`config.mk`:
```
export PLATFORM = sky130hd
export DESIGN_NAME = updown_counter_ctrl
export DESIGN_NICKNAME = d
export VERILOG_FILES = /design/src/rtl/updown_counter_ctrl.sv
export SDC_FILE = /design/constraint.sdc
export NUM_CORES = 1
export LEC_CHECK = 0
export CAP_MARGIN = 20
export CELL_PAD_IN_SITES_DETAIL_PLACEMENT = 1
export CELL_PAD_IN_SITES_GLOBAL_PLACEMENT = 1
export CORE_MARGIN = 1
export CORE_UTILIZATION = 35
export CTS_CLUSTER_SIZE = 16
export DETAILED_ROUTE_END_ITERATION = 8
export GPL_ROUTABILITY_DRIVEN = 1
export PLACE_DENSITY = 0.92
export SLEW_MARGIN = 40
export SYNTH_ARGS = -nofsm -noshare
export SYNTH_HDL_FRONTEND = slang
export SYNTH_SLANG_ARGS = --single-unit
```
`constraint.sdc`:
```
create_clock -name Clock -period 3.8 [get_ports Clock]
set_input_delay 0.57 -clock Clock [delete_from_list [all_inputs] [get_ports Clock]]
set_output_delay 0.57 -clock Clock [all_outputs]
set_load 0.02 [all_outputs]
```
`src/rtl/updown_counter_ctrl.sv`:
```
// Up/down counter with programmable bounds, per-cycle step, wrap/saturate/one-shot modes
// and sticky overflow/underflow flags. Define UDC_PRESCALER_EN to gate steps through a modulo-PRESCALE divider.
module updown_counter_ctrl #(
    parameter int WIDTH    = 4,
    parameter int MIN_VAL  = 0,
    parameter int MAX_VAL  = 2**WIDTH-1,
    parameter int STEP_W   = 2,
    parameter int PRESCALE = 4
) (
    input  logic              Clock,
    input  logic              Reset,
    input  logic              Enable,
    input  logic              UpDown,
    input  logic              LoadCount,
    input  logic [WIDTH-1:0]  CounterLoad,
    input  logic [STEP_W-1:0] Step,
    input  logic [1:0]        Mode,
    input  logic              ClearFlags,
    output logic [WIDTH-1:0]  CounterOutput,
    output logic              TerminalCount,
    output logic              Overflow,
    output logic              Underflow,
    output logic              Running
);

    // One guard bit plus sign bit keeps count +/- Step exact.
    localparam int AW = WIDTH + STEP_W + 1;
    localparam int RANGE = MAX_VAL - MIN_VAL + 1;
    localparam logic signed [AW-1:0] MIN_S   = AW'(MIN_VAL);
    localparam logic signed [AW-1:0] MAX_S   = AW'(MAX_VAL);
    localparam logic signed [AW-1:0] RANGE_S = AW'(RANGE);
    localparam logic [WIDTH-1:0] MIN_W = WIDTH'(MIN_VAL);
    localparam logic [WIDTH-1:0] MAX_W = WIDTH'(MAX_VAL);
    localparam logic [1:0] MODE_SAT = 2'd1;
    localparam logic [1:0] MODE_ONE = 2'd2;

    typedef enum logic {ST_RUN = 1'b0, ST_HALT = 1'b1} state_t;

    state_t state_q, state_d;
    logic [WIDTH-1:0] count_q, count_d;
    logic tc_q, tc_d, ovf_q, ovf_d, unf_q, unf_d;
    logic presc_tick, step_take, halt_hit;
    logic signed [AW-1:0] count_ext, step_ext, load_ext, raw_up, raw_dn;

    assign count_ext = signed'({{(AW-WIDTH){1'b0}}, count_q});
    assign step_ext  = signed'({{(AW-STEP_W){1'b0}}, Step});
    assign load_ext  = signed'({{(AW-WIDTH){1'b0}}, CounterLoad});
    assign raw_up    = count_ext + step_ext;
    assign raw_dn    = count_ext - step_ext;

`ifdef UDC_PRESCALER_EN
    localparam int PW = $clog2(PRESCALE);
    logic [PW-1:0] presc_q, presc_d;

    assign presc_tick = (presc_q == PW'(PRESCALE-1));

    // Divider restarts on load and whenever the counter drops into HALT.
    always_comb begin
        presc_d = presc_q;
        if (LoadCount || (state_q == ST_RUN && state_d == ST_HALT))
            presc_d = '0;
        else if (Enable && state_q == ST_RUN)
            presc_d = presc_tick ? '0 : presc_q + PW'(1);
    end

    always_ff @(posedge Clock or posedge Reset) begin
        if (Reset) presc_q <= '0;
        else       presc_q <= presc_d;
    end
`else
    assign presc_tick = 1'b1;
`endif

    assign step_take = Enable && !LoadCount && (state_q == ST_RUN) && presc_tick && (Step != '0);

    always_comb begin
        count_d  = count_q;
        tc_d     = 1'b0;
        ovf_d    = ovf_q & ~ClearFlags;
        unf_d    = unf_q & ~ClearFlags;
        halt_hit = 1'b0;
        if (LoadCount) begin
            if (load_ext < MIN_S)      count_d = MIN_W;
            else if (load_ext > MAX_S) count_d = MAX_W;
            else                       count_d = CounterLoad;
        end else if (step_take) begin
            if (UpDown) begin
                if (raw_up > MAX_S) begin
                    ovf_d = 1'b1;
                    tc_d  = 1'b1;
                    case (Mode)
                        MODE_SAT: count_d = MAX_W;
                        MODE_ONE: begin
                            count_d  = MAX_W;
                            halt_hit = 1'b1;
                        end
                        default:  count_d = WIDTH'(raw_up - RANGE_S);
                    endcase
                end else begin
                    count_d = raw_up[WIDTH-1:0];
                    if (raw_up == MAX_S) begin
                        tc_d     = 1'b1;
                        halt_hit = (Mode == MODE_ONE);
                    end
                end
            end else begin
                if (raw_dn < MIN_S) begin
                    unf_d = 1'b1;
                    tc_d  = 1'b1;
                    case (Mode)
                        MODE_SAT: count_d = MIN_W;
                        MODE_ONE: begin
                            count_d  = MIN_W;
                            halt_hit = 1'b1;
                        end
                        default:  count_d = WIDTH'(raw_dn + RANGE_S);
                    endcase
                end else begin
                    count_d = raw_dn[WIDTH-1:0];
                    if (raw_dn == MIN_S) begin
                        tc_d     = 1'b1;
                        halt_hit = (Mode == MODE_ONE);
                    end
                end
            end
        end
    end

    always_comb begin
        state_d = state_q;
        case (state_q)
            ST_RUN:  if (halt_hit) state_d = ST_HALT;
            default: if (LoadCount || Mode != MODE_ONE) state_d = ST_RUN;
        endcase
    end

    always_ff @(posedge Clock or posedge Reset) begin
        if (Reset) begin
            state_q <= ST_RUN;
            count_q <= MIN_W;
            tc_q    <= 1'b0;
            ovf_q   <= 1'b0;
            unf_q   <= 1'b0;
        end else begin
            state_q <= state_d;
            count_q <= count_d;
            tc_q    <= tc_d;
            ovf_q   <= ovf_d;
            unf_q   <= unf_d;
        end
    end

    always_comb begin
        Running       = (state_q == ST_RUN);
        CounterOutput = count_q;
        TerminalCount = tc_q;
        Overflow      = ovf_q;
        Underflow     = unf_q;
    end

endmodule

```
==> impl_metrics.py <==
metrics = {
    "placement": {
        "place_inst": 120,
        "dp_slack_ps": 1070,
        "place.gp.congestion": 0.826,
        "port_buffers": 21,
        "dp_hpwl_um": 1660,
    },
    "sta": {
        "rsz0062_at_grt": "no",
        "skew_ps": 7.45,
        "max_freq_mhz": 405,
        "slew_headroom_pct": 70.9,
        "setup_violations": 0,
        "fin_crit_ps": 2470,
        "min_period_over_period_pct": 65.0,
        "hold_violations": 0,
        "tightest_slew_ps": 437,
        "finalMaxSlewViolations": 0,
        "setup-tns-final_ps": 0,
        "fin_ws_ps": 1330,
    },
    "detailed_routing": {
        "firstDrtPassIters": 5,
        "vias": 704,
        "drcViolationCount": 0,
        "wl_um": 2050,
        "via_per_inst": 5.72,
        "ant_nets": 0,
        "drtIter0Drc": 12,
        "wl_per_cell_um": 16.7,
    },
    "critical_path": {
        "endpoint_kind": "register",
        "reg2reg_slack_ps": 1740,
        "crit_end": "CounterOutput[0]",
        "crit_path_cell_trace": "clkdlybuf4s50_1 > inv_1 > fa_1 > nor3_1 > nand2_1 > nor2_1 > a2bb2oi_1 > o21ai_0",
        "reg2reg_depth": 9,
        "critPathMaxStageDelay_ps": 600,
        "criticalPathCategory": "input pin to register",
        "critPathRequiredTime_ps": 3920,
        "path_depth": 8,
        "path_delay_family": "buffers and inverters",
        "worstPathArrival_ps": 2590,
        "reg2reg_from": "CounterOutput[0]",
        "crit_path_start_kind": "input pin",
        "worstPathMaxFanout": 5,
        "cp_slowest_cell": "clkdlybuf4s50_1",
        "critical_path_buf_inv_count": 2,
        "critPathLaunch": "Step[1]",
        "rr_endpoint": "CounterOutput[0]",
    },
    "finish": {
        "multi_input_area_um2": 422,
        "num-fill-cells": 226,
        "finalNonFillerCells": 123,
        "final_nets": 121,
        "seqCellArea_um2": 200,
        "synthToLayoutAreaGrowth_pct": 37.4,
        "antenna_cells": 0,
        "layout-drive-gt1-share_pct": 8.16,
        "fin_util_pct": 52.3,
    },
    "cts": {
        "clkLatencyLatePin_ps": 260,
        "clock-sinks": 8,
        "cts.repair.resized": 0,
        "htreeDepth": 1,
        "clk_pin_slew_ps": 50,
        "cts_tree": "built",
        "clockRootBuffer": "clkbuf_4",
        "clockBufferDepth": 2,
        "hold_buffers": 0,
        "cts_buffers": 3,
        "postCtsSetupBuffers": 0,
    },
    "power_and_ir_drop": {
        "power_frac_clock_pct": 22.6,
        "p_leak_nw": 0.369,
        "power.density_nw_per_um2": 319,
        "p_comb_share_pct": 41.0,
        "sequentialPowerShare_pct": 36.4,
        "switching_share_pct": 36.8,
        "p_int_mw": 0.186,
        "power_mw": 0.294,
        "power_switching_mw": 0.108,
        "ir_drop_v": 0.000249,
    },
    "grt": {
        "overflow": 0,
        "grt_usage_pct": 22.9,
        "grt_pass1_vias": 713,
        "grt_max_degree": 13,
        "antenna_found_initial": 0,
        "grt_pass1_wl_um": 3350,
    },
    "flow_run": {
        "max_cap_violations": 0,
    },
    "logic_synthesis": {
        "ys_types": 32,
        "yosys_warnings": 0,
        "synth_top_area_share_pct": 29.8,
        "synth_fa_ha_area_share_pct": 15.3,
        "synthMuxAreaShare_pct": 0,
        "synth_area_per_cell_um2": 8.73,
        "synth-main-ff-cell": "dfrtp_1",
        "synthArstFlopShare_pct": 100,
        "synth_seq_cells": 8,
        "synth-simple-area-share_pct": 14.9,
        "syn_nets": 98,
        "synth.top_cells.by_count": "dfrtp_1, inv_1, nor2_1",
        "synth_compound_area_share_pct": 27.4,
        "yosys-top-cells-area": "dfrtp_1, ha_1, fa_1, a22oi_1, inv_1",
        "synth_seq_area_share_pct": 29.8,
        "synth-xor-area-share_pct": 5.21,
        "synth_edf_count": 0,
        "synth_top_family_by_area": "compound AO/OA/AOI/OAI gates",
        "syn_area_um2": 672,
        "yosysTopAreaCell": "dfrtp_1",
        "syn_inst": 77,
    },
    "floorplanning": {
        "initial_core_util_pct": 38.1,
        "num_rows": 15,
        "die_h_um": 45.8,
        "core_um2": 1760,
        "ios": 22,
        "fp.dieArea_um2": 2100,
        "die_w_um": 45.8,
    },
    "outcome": {
        "status": "completed",
    },
    "hold_path": {
        "hp-class": "register to register",
    },
}
## registers in the layout (all words and copies together) (netlist names)
signal,flops
Underflow,1
CounterOutput,4
state_q,1
TerminalCount,1
Overflow,1
## logic make-up after synthesis
logic type      after synthesis
simple gates                 19
xor+xnor                      4
flops                         8
buf+inv                      13
compound gates               26
fa+ha+maj                     7
## layout make-up
type	instances	share of cell area (%)
Timing Repair Buffer	21	22.8
Clock buffer	3	2.44
Inverter	10	4.07
Multi-Input combinational cell	56	45.7
Sequential cell	8	21.7
Tap cell	25	3.39
## layer usage
metal  share of wire, %  wire length, µm  track usage [%]
met1                 41              839             26.8
met5                  0                0                0
met4               0.24                5             4.12
met2                 50             1030             40.6
met3                8.7              179             7.94
## stage by stage
stage	hold slack (ps)	instance area, µm²
after global placement	523	901
after CTS	540	923
after detailed placement	537	901
after floorplan	386	672
after global routing	594	923
final	550	923
## cells in the final DEF (no fill, tap or decap), drive strengths merged, types with 2 or more instances in the layout
cell type	instances
nor3	3
a21oi	3
nand2	2
inv	10
nor2	8
dfrtp	8
a31oi	3
clkdlybuf4s50	21
ha	5
fa	2
xnor2	3
clkbuf	3
a22oi	4
o21ai	7
## power by group through the flow
stage	combinational (mW)	clock (mW)	sequential (mW)
global placement	0.115	0	0.108
CTS	0.121	0.0666	0.107
global route	0.133	0.0711	0.109
detailed placement	0.120	0	0.109
floorplan	0.0695	0	0.108
finish	0.121	0.0664	0.107
## tightest hold or removal path, delay by kind of cell (launching register included)
family / cells / cell delay [ps]
buf+inv: 1 / 60
compound gates: 1 / 70
flops: 1 / 380
## worst min path at each step
| stage | startpoint | endpoint | cells past startpoint |
|---|---|---|---|
| 2_1_floorplan | Reset | CounterOutput[0] | 1 |
| 3_3_place_gp | Overflow | Overflow | 2 |
| 3_5_place_dp | Overflow | Overflow | 2 |
| 4_1_cts | Overflow | Overflow | 2 |
| 5_1_grt | Reset | CounterOutput[1] | 2 |
| 6_report | Overflow | Overflow | 2 |
(Power assumes the default switching activity.)
